## src/rtl/morse_led_timer.sv

```systemverilog
// Morse LED timer: accepts one dot/dash symbol per handshake and blinks the LED
// for 1 or 3 time units, then holds a 1- or 3-unit gap. A letter-final gap ends with a done pulse.
module morse_led_timer #(
  parameter int UNIT_CYCLES = 25_000_000
) (
  input  logic clk,
  input  logic rst_n,
  input  logic sym_valid,
  input  logic sym_long,
  input  logic sym_last,
  output logic sym_ready,
  output logic led,
  output logic busy,
  output logic done
);

  localparam int PW = $clog2(UNIT_CYCLES);
  localparam logic [PW-1:0] PRE_LAST = PW'(UNIT_CYCLES - 1);

  typedef enum logic [1:0] {
    IDLE = 2'd0,
    ON   = 2'd1,
    GAP  = 2'd2
  } state_t;

  state_t        state, state_nxt;
  logic [PW-1:0] pre_cnt, pre_nxt;
  logic [1:0]    unit_cnt, unit_nxt;
  logic [1:0]    unit_final;
  logic          cap_long, cap_last;
  logic          done_nxt;
  logic          handshake;

  assign handshake = (state == IDLE) && sym_valid;

  // NOTE: every variable gets a default first so no path leaves it unassigned (no latch).
  always_comb begin
    state_nxt  = state;
    pre_nxt    = pre_cnt;
    unit_nxt   = unit_cnt;
    done_nxt   = 1'b0;
    unit_final = 2'd0;
    unique case (state)
      IDLE: begin
        if (sym_valid) begin
          state_nxt = ON;
          pre_nxt   = '0;
          unit_nxt  = 2'd0;
        end
      end
      ON, GAP: begin
        // Long phase (dash / letter gap) spans three units, short phase one.
        unit_final = ((state == ON) ? cap_long : cap_last) ? 2'd2 : 2'd0;
        if (pre_cnt == PRE_LAST) begin
          pre_nxt = '0;
          if (unit_cnt == unit_final) begin
            unit_nxt  = 2'd0;
            state_nxt = (state == ON) ? GAP : IDLE;
            done_nxt  = (state == GAP) && cap_last;
          end else begin
            unit_nxt = unit_cnt + 2'd1;
          end
        end else begin
          pre_nxt = pre_cnt + PW'(1);
        end
      end
      default: begin
        state_nxt = IDLE;
        pre_nxt   = '0;
        unit_nxt  = 2'd0;
      end
    endcase
  end

  // NOTE: sequential state uses non-blocking assignments so all registers update together.
  always_ff @(posedge clk) begin
    if (!rst_n) begin
      state    <= IDLE;
      pre_cnt  <= '0;
      unit_cnt <= 2'd0;
      cap_long <= 1'b0;
      cap_last <= 1'b0;
      done     <= 1'b0;
    end else begin
      state    <= state_nxt;
      pre_cnt  <= pre_nxt;
      unit_cnt <= unit_nxt;
      done     <= done_nxt;
      if (handshake) begin
        cap_long <= sym_long;
        cap_last <= sym_last;
      end
    end
  end

  // Outputs decode registered state only, so no input reaches an output combinationally.
  assign sym_ready = (state == IDLE);
  assign busy      = ~sym_ready;
  assign led       = (state == ON);

endmodule

```

## config.mk

```make
export PLATFORM = sky130hd
export DESIGN_NAME = morse_led_timer
export DESIGN_NICKNAME = d
export VERILOG_FILES = /design/src/rtl/morse_led_timer.sv
export SDC_FILE = /design/constraint.sdc
export NUM_CORES = 1
export LEC_CHECK = 0
export ABC_AREA = 1
export CORE_ASPECT_RATIO = 0.8
export CORE_MARGIN = 2
export CORE_UTILIZATION = 40
export CTS_CLUSTER_DIAMETER = 50
export DETAILED_ROUTE_END_ITERATION = 6
export SLEW_MARGIN = 30
export SYNTH_ARGS = -nofsm -noshare
export SYNTH_HDL_FRONTEND = slang
export SYNTH_SLANG_ARGS = --single-unit
```

## constraint.sdc

```tcl
create_clock -name clk -period 1.75 [get_ports clk]
set_clock_uncertainty 0.2 [all_clocks]
set_input_delay 0.4375 -clock clk [delete_from_list [all_inputs] [get_ports clk]]
set_output_delay 0.4375 -clock clk [all_outputs]
set_load 0.05 [all_outputs]
```

==> metrics.log, run 1 <==
[metrics] Crit Path Class: register to output pin
[metrics] net total in the final layout: 339
[metrics] register clock-pin slew on the reported worst setup and hold paths: 0.08 ns
[metrics] CP Cell Sequence: inv_4 > ha_4 > inv_8 > buf_12
[metrics] via/cell ratio: 4.877
[metrics] routability-driven placement congestion ratio: 0.8438
[metrics] number of slew-limit violations in the final report: 0
[metrics] pin count of the biggest net entering global routing: 15
[metrics] wirelength, routed: 4.981 mm
[metrics] Clk Tree Root Cell: sky130_fd_sc_hd__clkbuf_8
[metrics] placed wire-length estimate: 3.474 mm
[metrics] netlist area before placement: 1871 sq um
[metrics] arrival time reported for the critical path endpoint: 1.12 ns
[metrics] number of inserted diodes: 0
[metrics] IO Port Bufs: 8
[metrics] buffer depth of the longest clock path: 2
[metrics] number of top-level pins: 9
[metrics] Final Worst Setup Slack: -0.002838 ns
[metrics] Most used DFF post-synth: sky130_fd_sc_hd__dfxtp_1
[metrics] area of the die: 5243 sq um
[metrics] later-pin clock latency in the skew report: 0.30 ns
[metrics] setup repair after global routing missed its margin: true
[metrics] share of the core filled with cells in the final layout: 59.34%
[metrics] via count of the first global-routing pass: 1,822
[metrics] final setup violation count: 1
[metrics] synthesized instance count: 279
[metrics] total DRC errors in the routed layout: 0
[metrics] number of violations reported at the end of detailed-routing iteration 0: 147
[metrics] Sink Count: 32
[metrics] share of synthesized flip-flops with an asynchronous set or reset: 0%
[metrics] top-count cell post-synth: sky130_fd_sc_hd__nand2_1
[metrics] relative area change from synthesis to final layout: 44.08%
[metrics] Hold Fails Final Rpt: 0
[metrics] ratio of final minimum period to clock period: 100.2%
[metrics] number of routed nets with antenna violations: 0
[metrics] number of distinct library cells after synthesis: 25
[metrics] worst endpoint required time: 1.11 ns
[metrics] detail-routed net length per standard cell: 12.77 um
[metrics] largest fanout on the critical path: 4
[metrics] Die Wd: 80.46 um
[metrics] number of antenna violations at the first check in global routing: 0
[metrics] top post-synthesis cells by count: sky130_fd_sc_hd__nand2_1 (60), sky130_fd_sc_hd__nor2_1 (50), sky130_fd_sc_hd__inv_1 (38)
[metrics] Syn Nets: 289
[metrics] sequential fraction of the synthesis area: 34.25%
[metrics] result of the run: finished, violations left
[metrics] fraction of final layout cells with drive strength greater than 1: 33.33%
[metrics] Yosys reg bits: 32
[metrics] worst min-delay path class: register to register
[metrics] GRT Resource Usage Total: 20.10%
[metrics] Initial Util: 41.18%
[metrics] average instance area after synthesis: 6.704 sq um
[metrics] worst vdd rail ir drop: 0.001151 V
[metrics] total of max-cap violations: 0
[metrics] Slowest-stage cell, CP: sky130_fd_sc_hd__dfxtp_2
[metrics] # rows: 22
[metrics] Synthesis Warnings: 0
[metrics] Lkg Pwr: 1.066 nW
[metrics] H-tree depth reported by CTS: 2
[metrics] placed cell areas: 2377 sq um
[metrics] Slew headroom: 76.76%
[metrics] wire length of the first global-routing pass: 8.197 mm
[metrics] startpoint type of the worst setup path: register
[metrics] core box area: 4542 sq um
[metrics] via count: 1,902
[metrics] P per Cell Area: 1351 nW/um^2
[metrics] die extent in y: 65.17 um
[metrics] count of flip-flops with a built-in enable after synthesis: 0
[metrics] sum of overflow across all layers after global routing: 0
[metrics] hold bufs inserted after CTS: 0
[metrics] Hold Path Cell Cnt: 2
[metrics] clock tree from TritonCTS: yes
[metrics] Slowest Stage Delay on Critical Path: 0.37 ns
[metrics] cell types occupying the most area after synthesis: sky130_fd_sc_hd__dfxtp_1 (34%), sky130_fd_sc_hd__nand2_1 (12%), sky130_fd_sc_hd__nor2_1 (10%)
[metrics] Highest Clock Rate: 0.5705 GHz
[metrics] library cell with the largest summed area after synthesis: sky130_fd_sc_hd__dfxtp_1
[metrics] TritonCTS Buffers: 5
[metrics] Final Cell Area: 2695 sq um
[metrics] Worst setup EP type: output pin
[metrics] drt first pass iters: 4
[metrics] area share of the leading cell type in the synthesized netlist: 34.25%
[metrics] min cycle time layout: 1.753 ns
[metrics] cells on worst reg2reg path: 12
[metrics] worst slew pin tran: 0.3476 ns
[metrics] violations in the final reports: setup timing
[through the flow]
step | worst slack (ns) | setup TNS (ns) | hold WS (ns) | std cells | power (mW)
finish | -0.002838 | -0.002838 | 0.2919 | 390 | 3.641
global route | -0.08841 | -1.825 | 0.3232 | 390 | 3.856
CTS | 0.006290 | 0 | 0.3001 | 386 | 3.314
detailed placement | -0.2901 | -5.538 | 0.2859 | 378 | 2.550
global placement | -0.2412 | -4.783 | 0.2815 | 378 | 2.546
floorplan | -0.00001310 | -0.00001310 | 0.2479 | 279 | 1.903
[placed cells by master (no fill, tap or decap), drive strengths merged]
cell type       n
nand2          65
nor2           57
inv            41
buf            41
dfxtp          32
nand3          21
nor3           17
nand4          11
o21ai           9
xor2            8
clkbuf          7
a21oi           6
ha              5
clkdlybuf4s50   3
o31ai           1
o211ai          1
o21bai          1
xnor2           1
bufinv          1
clkinv          1
dlymetal6s2s    1
[path summary, 6_finish.rpt]
| check | start | end | slack [ns] |
|---|---|---|---|
| setup / recovery | state[1]$_SDFFE_PN0P_ | busy | -0.003 |
| hold / removal | cap_long$_SDFFE_PN0P_ | cap_long$_SDFFE_PN0P_ | 0.29 |
| setup reg to reg | state[1]$_SDFFE_PN0P_ | pre_cnt[19]$_SDFFE_PN0P_ | 0.01 |
| hold reg to reg | cap_long$_SDFFE_PN0P_ | cap_long$_SDFFE_PN0P_ | 0.29 |
[state kept, by name, summed over array words and instances, names as in the netlist]
register	cells
cap_long	1
state	2
unit_cnt	2
cap_last	1
done	1
pre_cnt	25
[power breakdown]
| part | internal, mW | switching [mW] | total [mW] | leakage, nW |
|---|---|---|---|---|
| sequential | 0.809 | 0.0691 | 0.878 | 0.261 |
| combinational | 0.929 | 1.11 | 2.04 | 0.749 |
| clock | 0.423 | 0.299 | 0.722 | 0.0552 |
| total | 2.16 | 1.48 | 3.64 | 1.07 |
[worst max-delay path: cells and delay by family, from the launching register on]
family | cells | cell delay (ns)
flip-flops | 1 | 0.37
buffers and inverters | 3 | 0.26
adder cells (fa/ha/maj) | 1 | 0.19
[cell families (layout without fill, tap and decap cells)]
group | after synthesis | after routing | share of synthesized area, %
and+or+nand+nor | 171 | 171 | 43.14
buffers and inverters | 44 | 95 | 9.632
DFF | 32 | 32 | 34.25
AOI/OAI and AO/OA | 18 | 18 | 5.418
xor gates and xnor gates | 9 | 9 | 4.214
adders and majority gates | 5 | 5 | 3.344
[area by class of cell]
class                           instances  area (sq um)
Inverter                               41         168.9
Timing Repair Buffer                   46         465.4
Clock buffer                            6         72.57
Clock inverter                          2         35.03
Tap cell                               60         75.07
Sequential cell                        32         646.9
Multi-Input combinational cell        203          1231
Fill cell                             412          1847
[what timing repair did]
action / CTS / global route
gates resized for setup: 7 / 41
gates cloned: 0 / 1
pin swaps: 2 / 15
buffers inserted: 0 / 3
setup endpoints to repair: 18 / 31
[routing by layer]
| layer | GRT usage [%] | part of all wire [%] | routed length [um] |
|---|---|---|---|
| met1 | 29.11 | 50 | 2504 |
| met2 | 29.38 | 42 | 2109 |
| met3 | 4.121 | 6.0 | 297 |
| met4 | 7.415 | 1.4 | 69 |
| met5 | 0 | 0 | 0 |
Note: power is estimated with default switching activity, not from simulation.
==> inputs of run 2 (changes only) <==
--- a/config.mk
+++ b/config.mk
@@ -6,11 +6,13 @@
 export NUM_CORES = 1
 export LEC_CHECK = 0
 export ABC_AREA = 1
+export CELL_PAD_IN_SITES_DETAIL_PLACEMENT = 0
+export CELL_PAD_IN_SITES_GLOBAL_PLACEMENT = 1
 export CORE_ASPECT_RATIO = 0.8
 export CORE_MARGIN = 2
-export CORE_UTILIZATION = 40
-export CTS_CLUSTER_DIAMETER = 50
+export CORE_UTILIZATION = 39
 export DETAILED_ROUTE_END_ITERATION = 6
+export PLACE_DENSITY_LB_ADDON = 0.1
 export SLEW_MARGIN = 30
 export SYNTH_ARGS = -nofsm -noshare
 export SYNTH_HDL_FRONTEND = slang
==> run 2 against run 1 <==
  * Global-route usage is 1.5 points higher
  * Sequential power is 0.7% lower
  * Setup slack worse by 0.039 ns
  * Cell count is 2.1% higher
  * Largest power group unchanged
  * The flow still finishes with violations (setup timing)
  * Clock power fell by 22%
  * Wire length is 0.86% higher
  * Via count rose by 1.5%
  * Final area down 0.97%
==> metrics.log, run 2 (same netlist as run 1, synthesis figures left out) <==
[metrics] relative area change from synthesis to final layout: 42.68%
[metrics] CP delay by family, top: flip-flops
[metrics] arrival time reported for the critical path endpoint: 1.15 ns (+0.03 ns)
[metrics] die extent in y: 65.95 um (+1.2%)
[metrics] IO Port Bufs: 8 (unchanged)
[metrics] area of the die: 5370 sq um (+2.4%)
[metrics] violations in the final reports: setup timing
[metrics] via count: 1,931 (+1.5%)
[metrics] number of routed nets with antenna violations: 0 (unchanged)
[metrics] Die Wd: 81.43 um (+1.2%)
[metrics] top register by number of flip-flops: pre_cnt
[metrics] reg-to-reg setup timing slack: 0.02 ns (about the same)
[metrics] placement-stage worst setup slack: -0.3361 ns (-0.04606 ns)
[metrics] global-route layer with the greatest usage: met1
[metrics] routability-driven placement congestion ratio: 0.8295 (-1.7%)
[metrics] Slowest Stage Delay on Critical Path: 0.35 ns (-0.02 ns)
[metrics] detail-routed net length per standard cell: 12.62 um (-1.2%)
[metrics] crit path buf inv count: 3 (unchanged)
[metrics] TritonCTS Buffers: 5 (unchanged)
[metrics] total of max-cap violations: 0 (unchanged)
[metrics] later-pin clock latency in the skew report: 0.30 ns (about the same)
[metrics] met3 Use GR: 4.508% (+0.39 points)
[metrics] Sink Count: 32 (unchanged)
[metrics] cells on worst reg2reg path: 9 (-3)
[metrics] ratio of final minimum period to clock period: 102.4% (+2.2 points)
[metrics] number of inserted diodes: 0 (unchanged)
[metrics] buffer depth of the longest clock path: 2 (unchanged)
[metrics] Critical Path Source: state[1]$_SDFFE_PN0P_
[metrics] startpoint of the lowest-slack register-to-register path: state[1]$_SDFFE_PN0P_
[metrics] clock tree from TritonCTS: yes
[metrics] worst hold slack across all endpoints: 0.2898 ns (-0.002140 ns)
[metrics] Worst setup EP type: output pin
[metrics] worst endpoint required time: 1.11 ns (about the same)
[metrics] worst reg2reg endpoint: pre_cnt[24]$_SDFFE_PN0P_
[metrics] largest registers: pre_cnt: 25 flops, state: 2 flops, unit_cnt: 2 flops
[metrics] Slew headroom: 73.89% (-2.9 points)
[metrics] number of antenna violations at the first check in global routing: 0 (unchanged)
[metrics] highest-count cells in the layout ignoring fill and taps: sky130_fd_sc_hd__nand2_1 (57), sky130_fd_sc_hd__nor2_1 (45), sky130_fd_sc_hd__buf_4 (43)
[metrics] Final Worst Setup Slack: -0.04144 ns (-0.03860 ns)
[metrics] sum of overflow across all layers after global routing: 0 (unchanged)
[metrics] number of non-filler instances in the completed layout: 398 (+2.1%)
[metrics] drt first pass iters: 5 (+1)
[metrics] Clk Tree Root Cell: sky130_fd_sc_hd__clkbuf_8
[metrics] core box area: 4597 sq um (+1.2%)
[metrics] via/cell ratio: 4.852 (-0.52%)
[metrics] setup repair after global routing missed its margin: true
[metrics] Lkg Pwr: 1.091 nW (+2.4%)
[metrics] global routing met1 resource utilization: 31.07% (+2.0 points)
[metrics] min cycle time layout: 1.791 ns (+0.03860 ns)
[metrics] startpoint type of the worst setup path: register
[metrics] hold bufs inserted after CTS: 0 (unchanged)
[metrics] final-layout fill cell count: 413 (+0.24%)
[metrics] worst slew pin tran: 0.3904 ns (+0.04284 ns)
[metrics] GRT Resource Usage Total: 21.62% (+1.5 points)
[metrics] worst min-delay path class: register to register
[metrics] number of top-level pins: 9 (unchanged)
[metrics] number of slew-limit violations in the final report: 0 (unchanged)
[metrics] total DRC errors in the routed layout: 0 (unchanged)
[metrics] flip-flop count of the largest register after layout: 25 (unchanged)
[metrics] Crit Path Class: register to output pin
[metrics] H-tree depth reported by CTS: 2 (unchanged)
[metrics] via count of the first global-routing pass: 1,806 (-0.88%)
[metrics] leading cell type in the layout, fill and taps excluded: sky130_fd_sc_hd__nand2_1
[metrics] register clock-pin slew on the reported worst setup and hold paths: 0.06 ns (-0.02 ns)
[metrics] number of violations reported at the end of detailed-routing iteration 0: 96 (-35%)
[metrics] placed cell count: 386 (+2.1%)
[metrics] result of the run: finished, violations left
[metrics] # rows: 22 (unchanged)
[metrics] CP Cell Sequence: inv_4 > ha_4 > buf_4 > buf_12
[metrics] Slowest-stage cell, CP: sky130_fd_sc_hd__dfxtp_2
[metrics] final setup violation count: 2 (+1)
[metrics] pin count of the biggest net entering global routing: 23 (+8)
[metrics] crit path capture: sym_ready
[metrics] Stages on worst setup path: 4 (unchanged)
[metrics] worst vdd rail ir drop: 0.0009062 V (-21%)
[metrics] placed wire-length estimate: 3.712 mm (+6.8%)
[metrics] wirelength, routed: 5.024 mm (+0.86%)
[metrics] met2 usage: 30.64% (+1.3 points)
[metrics] Highest Clock Rate: 0.5582 GHz (-2.2%)
[metrics] Hold Fails Final Rpt: 0 (unchanged)
[metrics] wire length of the first global-routing pass: 8.535 mm (+4.1%)
[metrics] fraction of final layout cells with drive strength greater than 1: 30.77% (-2.6 points)
[metrics] largest fanout on the critical path: 4 (unchanged)
[metrics] overall power after layout: 3.261 mW (-10%)
[metrics] Initial Util: 40.69% (-0.49 points)
[metrics] net total in the final layout: 348 (+2.7%)
[metrics] P per Cell Area: 1222 nW/um^2 (-9.6%)
==> run 2: through the flow <==
stage             TNS (ns)  instance area [sq um]  util (%)
5_1_grt            -0.9724                   2669     58.06
2_1_floorplan  -0.00001310                   1928         -
6_report          -0.07227                   2669     58.06
4_1_cts          -0.005246                   2541     55.28
3_3_place_gp        -5.463                   2412     52.48
3_5_place_dp        -6.414                   2412     52.48
==> run 2: timing repair <==
| action | CTS | global route |
|---|---|---|
| gates resized for setup | 10 | 24 |
| setup buffers | 3 | 2 |
| setup endpoints to repair | 28 | 30 |
| cloned | 0 | 1 |
| pin swaps | 3 | 20 |
==> run 2: worst reg2reg max path: stages, from the launching register on <==
cell and delay (ns):
sky130_fd_sc_hd__dfxtp_2 0.34, sky130_fd_sc_hd__inv_4 0.08, sky130_fd_sc_hd__ha_4 0.17, sky130_fd_sc_hd__inv_8 0.04
sky130_fd_sc_hd__nor2_4 0.19, sky130_fd_sc_hd__clkinv_4 0.15, sky130_fd_sc_hd__buf_6 0.14, sky130_fd_sc_hd__nand4_1 0.12
sky130_fd_sc_hd__xor2_1 0.16, sky130_fd_sc_hd__nor2_1 0.05
==> run 2: layout make-up <==
cell class / instances / area (sq um) / area share, %
Tap cell: 60 / 75.07 / 2.813
Clock buffer: 6 / 72.57 / 2.719
Sequential cell: 32 / 646.9 / 24.24
Clock inverter: 1 / 5.005 / 0.1875
Timing Repair Buffer: 54 / 479.2 / 17.96
Inverter: 41 / 168.9 / 6.329
Multi-Input combinational cell: 204 / 1221 / 45.76
==> run 2: per-layer routing <==
metal | vias to the layer above | share of wire (%) | routed length, um
met5 | - | 0 | 0
met4 | 0 | 1.7 | 84
met3 | 8 | 5.5 | 276
met2 | 44 | 43 | 2156
met1 | 871 | 50 | 2507
li1 | 1008 | - | -
==> run 2: how the worst min path moves through the flow <==
stage                             to  slack (ns)  cells past startpoint                  start
5_1_grt        cap_long$_SDFFE_PN0P_        0.35                      2  cap_long$_SDFFE_PN0P_
4_1_cts        cap_long$_SDFFE_PN0P_        0.29                      2  cap_long$_SDFFE_PN0P_
6_report       cap_long$_SDFFE_PN0P_        0.29                      2  cap_long$_SDFFE_PN0P_
3_5_place_dp   cap_long$_SDFFE_PN0P_        0.28                      2  cap_long$_SDFFE_PN0P_
2_1_floorplan        done$_SDFF_PN0_        0.25                      2  cap_last$_SDFFE_PN0P_
3_3_place_gp   cap_long$_SDFFE_PN0P_        0.26                      2  cap_long$_SDFFE_PN0P_
==> run 2: power by group <==
part           switching [mW]  leakage [nW]  total (mW)  internal (mW)
clock network           0.291        0.0410       0.561          0.270
registers              0.0627         0.261       0.872          0.809
logic                    1.04         0.789        1.83          0.789
total                    1.39          1.09        3.26           1.87
==> inputs of run 3 (changes only) <==
--- a/config.mk
+++ b/config.mk
@@ -11,6 +11,7 @@
 export CORE_ASPECT_RATIO = 0.8
 export CORE_MARGIN = 2
 export CORE_UTILIZATION = 39
+export CTS_CLUSTER_SIZE = 20
 export DETAILED_ROUTE_END_ITERATION = 6
 export PLACE_DENSITY_LB_ADDON = 0.1
 export SLEW_MARGIN = 30
==> results of run 3 <==
Final layout, timing and power as in run 2 (identical DEF).
